File: src/rtl/lsu_riscv_if.sv
// Data-memory bus between the load/store unit and data RAM.
//   mem_req   : request, high for every cycle the transaction is outstanding
//   mem_we    : write enable (store)
//   mem_be    : byte enables within the addressed word
//   mem_addr  : word-aligned address
//   mem_wd    : lane-replicated write data
//   mem_rd    : read word from memory
//   mem_ready : acknowledge; completes the outstanding transaction
// master = LSU side, slave = memory side.
interface lsu_riscv_if;
    logic        mem_req;
    logic        mem_we;
    logic [3:0]  mem_be;
    logic [31:0] mem_addr;
    logic [31:0] mem_wd;
    logic [31:0] mem_rd;
    logic        mem_ready;

    modport master (
        output mem_req,
        output mem_we,
        output mem_be,
        output mem_addr,
        output mem_wd,
        input  mem_rd,
        input  mem_ready
    );

    modport slave (
        input  mem_req,
        input  mem_we,
        input  mem_be,
        input  mem_addr,
        input  mem_wd,
        output mem_rd,
        output mem_ready
    );
endinterface

File: src/rtl/lsu_riscv.sv
// Load/store unit: turns one core memory op into one data-bus transaction and
// stalls the decoder until the op completes.
//   clk_i, rst_i        : clock, asynchronous active-high reset
//   core_req_i          : memory op request from decoder
//   core_we_i           : 1 = store, 0 = load
//   core_size_i         : 0 B, 1 H, 2 W, 4 BU, 5 HU (3/6/7 behave as B)
//   core_addr_i         : byte address
//   core_wd_i           : store data
//   core_rd_o           : registered, extended load result
//   core_stall_req_o    : combinational stall request to decoder
//   misaligned_o        : one-cycle pulse, misaligned op rejected without bus access
//   bus_err_o           : one-cycle pulse, bus timeout abort
//   mem_if              : data-memory bus (master side)
// TIMEOUT_CYCLES: BUSY cycles without ready before abort; 0 disables the timeout.
module lsu_riscv #(
    parameter int unsigned TIMEOUT_CYCLES = 0
) (
    input  logic               clk_i,
    input  logic               rst_i,
    input  logic               core_req_i,
    input  logic               core_we_i,
    input  logic [2:0]         core_size_i,
    input  logic [31:0]        core_addr_i,
    input  logic [31:0]        core_wd_i,
    output logic [31:0]        core_rd_o,
    output logic               core_stall_req_o,
    output logic               misaligned_o,
    output logic               bus_err_o,
    lsu_riscv_if.master        mem_if
);

    typedef enum logic [1:0] {StIdle, StBusy, StDone} state_e;
    typedef enum logic [1:0] {WidB, WidH, WidW} width_e;

    localparam logic [31:0] TimeoutLast = 32'(TIMEOUT_CYCLES - 1);

    state_e      state_q, state_d;
    width_e      width_q, width_d;
    logic        uns_q, uns_d;
    logic        we_q, we_d;
    logic [31:0] addr_q, addr_d;
    logic [3:0]  be_q, be_d;
    logic [31:0] wd_q, wd_d;
    logic [31:0] rd_q, rd_d;
    logic [31:0] cnt_q, cnt_d;
    logic        misal_q, misal_d;
    logic        err_q, err_d;

    // Decode of the incoming op.
    width_e      in_width;
    logic        in_uns;
    logic        in_misal;
    logic [3:0]  in_be;
    logic [31:0] in_wd;

    always_comb begin
        in_width = WidB;
        in_uns   = 1'b0;
        case (core_size_i)
            3'd1:    in_width = WidH;
            3'd2:    in_width = WidW;
            3'd4:    in_uns = 1'b1;
            3'd5: begin
                in_width = WidH;
                in_uns   = 1'b1;
            end
            default: ;
        endcase

        in_misal = ((in_width == WidH) && core_addr_i[0]) ||
                   ((in_width == WidW) && (core_addr_i[1:0] != 2'b00));

        case (in_width)
            WidH: begin
                in_be = 4'b0011 << {core_addr_i[1], 1'b0};
                in_wd = {2{core_wd_i[15:0]}};
            end
            WidW: begin
                in_be = 4'hF;
                in_wd = core_wd_i;
            end
            default: begin
                in_be = 4'b0001 << core_addr_i[1:0];
                in_wd = {4{core_wd_i[7:0]}};
            end
        endcase
    end

    // Load extraction uses the latched offset, not the live core address.
    logic [7:0]  rd_byte;
    logic [15:0] rd_half;
    logic [31:0] rd_ext;

    always_comb begin
        case (addr_q[1:0])
            2'd1:    rd_byte = mem_if.mem_rd[15:8];
            2'd2:    rd_byte = mem_if.mem_rd[23:16];
            2'd3:    rd_byte = mem_if.mem_rd[31:24];
            default: rd_byte = mem_if.mem_rd[7:0];
        endcase
        rd_half = addr_q[1] ? mem_if.mem_rd[31:16] : mem_if.mem_rd[15:0];

        case (width_q)
            WidB:    rd_ext = uns_q ? {24'h0, rd_byte} : {{24{rd_byte[7]}}, rd_byte};
            WidH:    rd_ext = uns_q ? {16'h0, rd_half} : {{16{rd_half[15]}}, rd_half};
            default: rd_ext = mem_if.mem_rd;
        endcase
    end

    always_comb begin
        state_d = state_q;
        width_d = width_q;
        uns_d   = uns_q;
        we_d    = we_q;
        addr_d  = addr_q;
        be_d    = be_q;
        wd_d    = wd_q;
        rd_d    = rd_q;
        cnt_d   = 32'h0;
        misal_d = 1'b0;
        err_d   = 1'b0;

        case (state_q)
            StIdle: begin
                if (core_req_i) begin
                    if (in_misal) begin
                        misal_d = 1'b1;
                        state_d = StDone;
                    end else begin
                        width_d = in_width;
                        uns_d   = in_uns;
                        we_d    = core_we_i;
                        addr_d  = core_addr_i;
                        be_d    = in_be;
                        wd_d    = in_wd;
                        state_d = StBusy;
                    end
                end
            end
            StBusy: begin
                // Ready wins over a timeout landing in the same cycle.
                if (mem_if.mem_ready) begin
                    if (!we_q) begin
                        rd_d = rd_ext;
                    end
                    state_d = StDone;
                end else if ((TIMEOUT_CYCLES != 0) && (cnt_q == TimeoutLast)) begin
                    err_d   = 1'b1;
                    state_d = StDone;
                end else begin
                    cnt_d = cnt_q + 32'd1;
                end
            end
            // The finished instruction is still presented here; do not reissue it.
            StDone: state_d = StIdle;
            default: state_d = StIdle;
        endcase
    end

    always_ff @(posedge clk_i or posedge rst_i) begin
        if (rst_i) begin
            state_q <= StIdle;
            width_q <= WidB;
            uns_q   <= 1'b0;
            we_q    <= 1'b0;
            addr_q  <= 32'h0;
            be_q    <= 4'h0;
            wd_q    <= 32'h0;
            rd_q    <= 32'h0;
            cnt_q   <= 32'h0;
            misal_q <= 1'b0;
            err_q   <= 1'b0;
        end else begin
            state_q <= state_d;
            width_q <= width_d;
            uns_q   <= uns_d;
            we_q    <= we_d;
            addr_q  <= addr_d;
            be_q    <= be_d;
            wd_q    <= wd_d;
            rd_q    <= rd_d;
            cnt_q   <= cnt_d;
            misal_q <= misal_d;
            err_q   <= err_d;
        end
    end

    assign core_rd_o        = rd_q;
    assign core_stall_req_o = core_req_i & (state_q != StDone);
    assign misaligned_o     = misal_q;
    assign bus_err_o        = err_q;

    assign mem_if.mem_req  = (state_q == StBusy);
    assign mem_if.mem_we   = (state_q == StBusy) & we_q;
    assign mem_if.mem_be   = be_q;
    assign mem_if.mem_addr = {addr_q[31:2], 2'b00};
    assign mem_if.mem_wd   = wd_q;

endmodule

File: src/flat_wrapper.sv
// flat-port wrapper written by rule: the top's interface ports become plain ports
module lsu_riscv_flat 
#(
    parameter int unsigned TIMEOUT_CYCLES = 0
)
  (clk_i, rst_i, core_req_i, core_we_i, core_size_i, core_addr_i, core_wd_i, core_rd_o, core_stall_req_o, misaligned_o, bus_err_o, mem_if_mem_req, mem_if_mem_we, mem_if_mem_be, mem_if_mem_addr, mem_if_mem_wd, mem_if_mem_rd, mem_if_mem_ready);
  lsu_riscv_if mem_if_i ();
  input  logic clk_i;
  input  logic rst_i;
  input  logic core_req_i;
  input  logic core_we_i;
  input  logic [2:0] core_size_i;
  input  logic [31:0] core_addr_i;
  input  logic [31:0] core_wd_i;
  output logic [31:0] core_rd_o;
  output logic core_stall_req_o;
  output logic misaligned_o;
  output logic bus_err_o;
  output wire logic [$bits(mem_if_i.mem_req)-1:0] mem_if_mem_req;
  output wire logic [$bits(mem_if_i.mem_we)-1:0] mem_if_mem_we;
  output wire logic [$bits(mem_if_i.mem_be)-1:0] mem_if_mem_be;
  output wire logic [$bits(mem_if_i.mem_addr)-1:0] mem_if_mem_addr;
  output wire logic [$bits(mem_if_i.mem_wd)-1:0] mem_if_mem_wd;
  input wire logic [$bits(mem_if_i.mem_rd)-1:0] mem_if_mem_rd;
  input wire logic [$bits(mem_if_i.mem_ready)-1:0] mem_if_mem_ready;
  assign mem_if_mem_req = mem_if_i.mem_req;
  assign mem_if_mem_we = mem_if_i.mem_we;
  assign mem_if_mem_be = mem_if_i.mem_be;
  assign mem_if_mem_addr = mem_if_i.mem_addr;
  assign mem_if_mem_wd = mem_if_i.mem_wd;
  assign mem_if_i.mem_rd = mem_if_mem_rd;
  assign mem_if_i.mem_ready = mem_if_mem_ready;
  lsu_riscv #(.TIMEOUT_CYCLES(TIMEOUT_CYCLES)) u_core (.clk_i(clk_i), .rst_i(rst_i), .core_req_i(core_req_i), .core_we_i(core_we_i), .core_size_i(core_size_i), .core_addr_i(core_addr_i), .core_wd_i(core_wd_i), .core_rd_o(core_rd_o), .core_stall_req_o(core_stall_req_o), .misaligned_o(misaligned_o), .bus_err_o(bus_err_o), .mem_if(mem_if_i));
endmodule
File: config.mk
export PLATFORM = sky130hd
export DESIGN_NAME = lsu_riscv_flat
export DESIGN_NICKNAME = d
export VERILOG_FILES = /design/src/rtl/lsu_riscv_if.sv /design/src/rtl/lsu_riscv.sv /design/src/flat_wrapper.sv
export SDC_FILE = /design/constraint.sdc
export NUM_CORES = 1
export LEC_CHECK = 0
export CORE_AREA = 2 2 112 114
export CTS_CLUSTER_SIZE = 8
export DETAILED_ROUTE_END_ITERATION = 7
export DIE_AREA = 0 0 114 116
export GPL_TIMING_DRIVEN = 0
export HOLD_SLACK_MARGIN = 0.05
export PLACE_DENSITY = 0.9
export SLEW_MARGIN = 10
export SYNTH_ARGS = -nofsm -noshare
export SYNTH_HDL_FRONTEND = slang
export SYNTH_SLANG_ARGS = --single-unit
File: constraint.sdc
create_clock -name clk_i -period 3.4 [get_ports clk_i]
set_input_delay 0.34 -clock clk_i [delete_from_list [all_inputs] [get_ports clk_i]]
set_output_delay 0.34 -clock clk_i [all_outputs]
set_load 0.02 [all_outputs]
==> impl_metrics.ini, run 1 <==
[sta]
rsz0062_at_grt = false
setup_violations = 0
hold_viol_final = 0
final_max_slew_viol_count = 0
period_share = 0.7222
slew_headroom = 0.6075
tightest_slew_ns = 0.5866
fmax_mhz = 407.2
fin_worst_skew_ns = 0.009464
period_needed_ns = 2.456

[worst_setup_path]
crit_family = buffers and inverters
critical_path_class = in2reg
reg2regPathDepth = 5
startpoint_type = primary input
worstPathCellList = clkdlybuf4s50_1 > nor2_1 > nand2_1 > inv_1 > ha_1 > a21oi_1 > o21ai_1 > buf_2 > buf_2 > mux2_2
regToRegSetupSlack_ns = 1.56
cpMostUsedCell = buf_2
slowest_delay_ns = 0.42
r2r-start = u_core.state_q[1]$_DFFE_PP0P_
cp.required_ns = 3.63
path_buf_inv = 4
critPathMaxFanout = 10
end_kind = register
timing.rr.end = u_core.addr_q[6]$_DFFE_PP0P_
cp.arrival_ns = 2.69
crit_slowest_cell = clkdlybuf4s50_1

[synthesis]
ys_seq_elements = 107
yosysTopAreaCell = dfrtp_1
syn_avg_cell_area_um2 = 10.18
async_flop_share = 1.000
synth_cell_type_count = 42
ys_warn_count = 0
synth_top_area_frac = 0.5155
synth_edf_count = 0
synthesis.area_um2 = 5194
ys_seq_area_frac = 0.5155
yosys-top-cells-area = dfrtp_1, mux2_2, buf_4
syn_inst = 510
synth_ff_type = dfrtp_1

[cts]
cts_buffer_depth = 2
cts_max_level = 3
path_clk_slew_ns = 0.07
root_buffer = clkbuf_16
numCtsBuffers = 9
postCtsSetupRepairBufs = 0
cts_hold_buf = 0
insertion_delay_ns = 0.35
cts.sinks = 107
ctsResizeCount = 0
cts_tree = done

[power_and_ir_drop]
leakagePower_nw = 3.231
power_density_nw_per_um2 = 867.2
ir_worst_vdd_v = 0.0004173
power_mw = 6.714

[finish]
num_antenna_cells = 0
final_area_um2 = 7742
area_delta_synth_final_pct = 49.07
drive_gt1_frac = 0.1608
multi_input_area_um2 = 2085
finish.net_count = 836
mostFrequentLayoutCell = clkdlybuf4s50_1
fillCellCount = 964
register_area_um2 = 2678
layout_common_cells = clkdlybuf4s50_1, dfrtp_1, nand2_1, o21ai_0, mux2_2

[worst_hold_path]
hold_class = in2async

[grt]
antenna_found_initial = 0
met2_usage = 0.4099
met3_usage = 0.08996
grt_util_all_layers = 0.2433
use_met1 = 0.2757
grt.overflow.total = 0
grt_pass1_vias = 4962
grt_pass1_wl_um = 24750
busiest_layer = met2
grt_max_degree = 77

[outcome]
outcome = finished, final reports clean

[route]
drc = 0
antenna_left = 0
wl_per_cell_um = 18.07
drt_first_iter_violations = 278
first_pass_iters = 5
viasPerCell = 5.333
via_count = 4698
totalWireLength_um = 15920

[placement]
dpl.hpwl_um = 12200
dpl_cell_area_um2 = 7470
io_buffers = 205
gp_congestion = 0.9033

[die]
die_area_um2 = 13220
start_util = 0.4360
pin_count = 209
core_um2 = 11910
fp.dieW_um = 114
rows = 40
fp.dieH_um = 116

[run]
max-cap-violations = 0
-- how the worst max path moves through the flow --
stage                     slack (ns)                             endpoint            from  cells after the start
final                           0.94         u_core.addr_q[6]$_DFFE_PP0P_  core_size_i[0]                     10
after global routing            0.71  u_core.mem_if.mem_wd[9]$_DFFE_PP0P_  core_size_i[2]                     10
after CTS                       0.94         u_core.addr_q[6]$_DFFE_PP0P_  core_size_i[0]                     10
after detailed placement        0.60         u_core.addr_q[6]$_DFFE_PP0P_  core_size_i[0]                     10
after global placement         -1.26  u_core.mem_if.mem_wd[8]$_DFFE_PP0P_           rst_i                      2
after floorplan                 0.24         u_core.addr_q[0]$_DFFE_PP0P_           rst_i                      1
-- per-stage QoR --
step	instances	setup WS (ns)	hold slack [ns]	TNS, ns	util
3_5_place_dp	865	0.6044	0.4710	0	0.6271
6_report	881	0.9445	0.3385	0	0.6500
2_1_floorplan	512	0.2428	0.4263	0	-
5_1_grt	881	0.7060	0.3654	0	0.6500
3_3_place_gp	864	-1.258	0.4618	-133.71	0.6244
4_1_cts	881	0.9358	0.3398	0	0.6500
-- per-layer routing --
metal / part of all wire / wire [um]
met1: 0.38 / 5992
met2: 0.49 / 7750
met3: 0.10 / 1601
met4: 0.036 / 580
met5: 0 / 0
-- report_power, final --
part | switching, mW | internal [mW]
Combinational | 1.72 | 1.81
Clock | 0.462 | 0.517
Sequential | 0.346 | 1.86
-- synth_stat cells (3+ instances only) --
cell type / number
nand2_1: 62
or3_1: 7
mux2i_1: 7
dfrtp_1: 107
nor2_1: 38
buf_4: 34
nor2b_1: 12
a22oi_1: 24
ha_1: 3
buf_2: 15
mux2_2: 42
nor4_1: 7
nor3b_1: 9
inv_1: 7
o21ai_0: 48
nor3_1: 7
clkbuf_1: 14
a21oi_1: 37
-- kinds of logic after synthesis --
logic type,synth area share
AO/OA/AOI/OAI,0.1371
buffers and inverters,0.08456
AND/OR/NAND/NOR,0.1402
adder cells (fa/ha/maj),0.007228
multiplexers,0.1147
other,0.0007220
flip-flops,0.5155
-- sequential cells by signal, summed over array words and instances, names as in the netlist --
register	cells
u_core.addr_q	32
u_core.core_rd_o	32
u_core.mem_if.mem_be	4
u_core.mem_if.mem_wd	32
u_core.misaligned_o	1
u_core.state_q	2
u_core.uns_q	1
u_core.we_q	1
u_core.width_q	2
-- layout make-up --
cell class | count | area share
Sequential cell | 107 | 0.3458
Multi-Input combinational cell | 331 | 0.2692
Timing Repair Buffer | 206 | 0.2686
Buffer | 67 | 0.05333
Clock buffer | 12 | 0.03184
Tap cell | 147 | 0.02376
Inverter | 7 | 0.004040
Clock inverter | 4 | 0.003394
-- worst reg2reg max path: stages, from the launching register on --
cell and delay, ns:
dfrtp_1 0.41, nor3b_1 0.31, o21ai_1 0.23, buf_2 0.26, buf_2 0.22, mux2_2 0.29
Power figures use the tool's default switching activity.
==> run 2: changes to the inputs <==
==> constraint.sdc (replaced) <==
create_clock -name clk_i -period 2.4 [get_ports clk_i]
set_input_delay 0.24 -clock clk_i [delete_from_list [all_inputs] [get_ports clk_i]]
set_output_delay 0.24 -clock clk_i [all_outputs]
set_load 0.02 [all_outputs]
==> run 2 against run 1 <==
  * Clock skew is 0.0018 ns higher
  * Worst hold slack better by 0.045 ns
  * Non-clock buffer count is 1 higher
  * Cell area is 0.58% higher
  * Setup slack worse by 0.82 ns
  * Wire length is 3.0% lower
  * Total power is 43% higher
  * Critical path depth stayed put
  * Utilization is 0.38 points higher
  * Combinational power is 42% higher
  * Critical path type unchanged
==> impl_metrics.ini, run 2 (same netlist as run 1, synthesis figures left out) <==
[worst_setup_path]
worstPathCellList = clkdlybuf4s50_1 > nor2_1 > nand2_1 > inv_1 > ha_1 > a21oi_1 > o21ai_2 > clkbuf_4 > buf_2 > mux2_2
cp.arrival_ns = 2.50
critical_path_class = in2reg
end_kind = register
crit_family = buffers and inverters
cp.required_ns = 2.63
crit_slowest_cell = clkdlybuf4s50_1
critPathMaxFanout = 10
slowest_delay_ns = 0.42
path_buf_inv = 4
startpoint_type = primary input

[run]
max-cap-violations = 0

[finish]
layout_common_cells = clkdlybuf4s50_1, dfrtp_1, nand2_1, o21ai_0, mux2_2
mostFrequentLayoutCell = clkdlybuf4s50_1
area_delta_synth_final_pct = 49.94
multi_input_area_um2 = 2091
num_antenna_cells = 0
drive_gt1_frac = 0.1660
register_area_um2 = 2678
fillCellCount = 952
final_area_um2 = 7787
finish.net_count = 837

[placement]
dpl_cell_area_um2 = 7481
dpl_worst_slack_ns = -0.3328
dpl.hpwl_um = 11850
gp_congestion = 0.9454
io_buffers = 205

[cts]
cts_tree = done
cts_buffer_depth = 2
cts.sinks = 107
postCtsSetupRepairBufs = 0
path_clk_slew_ns = 0.07
insertion_delay_ns = 0.35
root_buffer = clkbuf_16
cts_hold_buf = 0
cts_max_level = 3
numCtsBuffers = 9

[sta]
final_max_slew_viol_count = 0
setup_ws_ns = 0.1244
setup_violations = 0
rsz0062_at_grt = false
fin_worst_skew_ns = 0.01126
hold_viol_final = 0
fmax_mhz = 439.4
period_needed_ns = 2.276
period_share = 0.9482
tightest_slew_ns = 0.7970
slew_headroom = 0.4676

[grt]
grt_pass1_vias = 4929
grt_pass1_wl_um = 24070
grt_util_all_layers = 0.2329
grt_max_degree = 39
antenna_found_initial = 0
grt.overflow.total = 0

[worst_hold_path]
hold_class = in2async

[die]
rows = 40
fp.dieW_um = 114
fp.dieH_um = 116
start_util = 0.4360
core_um2 = 11910
pin_count = 209
die_area_um2 = 13220

[power_and_ir_drop]
power_density_nw_per_um2 = 1235
leakagePower_nw = 3.244
ir_worst_vdd_v = 0.0006160

[route]
via_count = 4685
totalWireLength_um = 15440
drc = 0
first_pass_iters = 5
wl_per_cell_um = 17.50
drt_first_iter_violations = 257
viasPerCell = 5.312
antenna_left = 0

[outcome]
outcome = finished, final reports clean
-- run 2: cell types whose count changed in the layout (fill, tap and decap cells not counted), sizes merged --
cell	previous run	this run
bufinv	0	1
inv	7	6
clkinvlp	1	3
clkinv	3	1
clkbuf	26	27
-- run 2: where the power goes --
part	switching [mW]	leakage, nW	internal [mW]	total (mW)
Sequential	0.487	1.29	2.63	3.11
Clock	0.656	0.139	0.837	1.49
Combinational	2.43	1.82	2.57	5.01
Total	3.58	3.24	6.04	9.62
-- run 2: path summary, 6_finish.rpt --
path                                                           start                                   end  slack [ns]  cells after the start
worst min-delay path                                           rst_i          u_core.addr_q[2]$_DFFE_PP0P_        0.38                      2
max in group asynchronous                                      rst_i         u_core.addr_q[20]$_DFFE_PP0P_        1.37                      3
worst min register to register  u_core.mem_if.mem_wd[22]$_DFFE_PP0P_  u_core.mem_if.mem_wd[22]$_DFFE_PP0P_        0.48                      2
worst max register to register         u_core.state_q[1]$_DFFE_PP0P_       u_core.core_rd_o[9]$_DFFE_PP0P_        0.52                      5
min in group clk_i              u_core.mem_if.mem_wd[22]$_DFFE_PP0P_  u_core.mem_if.mem_wd[22]$_DFFE_PP0P_        0.48                      2
worst max-delay path                                  core_size_i[0]          u_core.addr_q[6]$_DFFE_PP0P_        0.12                     10
-- run 2: repair_timing --
action                                 CTS  global route
setup endpoints to repair                7            12
gates resized for setup                  1             4
cloned                                   0             0
endpoints found under the hold margin    0             0
-- run 2: layout make-up --
cell class	count	area share
clock inverters	4	0.006427
repair buffers	207	0.2686
inverters	7	0.003856
multi-input cells	331	0.2685
plain buffers	67	0.05350
clock buffers	12	0.03165
flip-flops and latches	107	0.3438
well taps	147	0.02362
-- run 2: stage by stage --
stage	hold WS, ns	util	instances	total power [mW]	setup TNS (ns)
after floorplan	0.3263	-	512	5.838	0
after global placement	0.4621	0.6247	864	7.970	-22.13
after detailed placement	0.4694	0.6280	866	8.137	-9.995
after CTS	0.4055	0.6533	882	9.648	0
after global routing	0.4727	0.6538	882	10.12	0
final	0.3838	0.6538	882	9.617	0
-- run 2: metal layers --
layer | routed length [um] | vias up | GRT usage | part of all wire
li1 | - | 2169 | - | -
met1 | 5911 | 2240 | 0.2653 | 0.38
met2 | 7513 | 243 | 0.4028 | 0.49
met3 | 1606 | 33 | 0.07270 | 0.10
met4 | 407 | 0 | 0.1073 | 0.026
met5 | 0 | - | 0 | 0
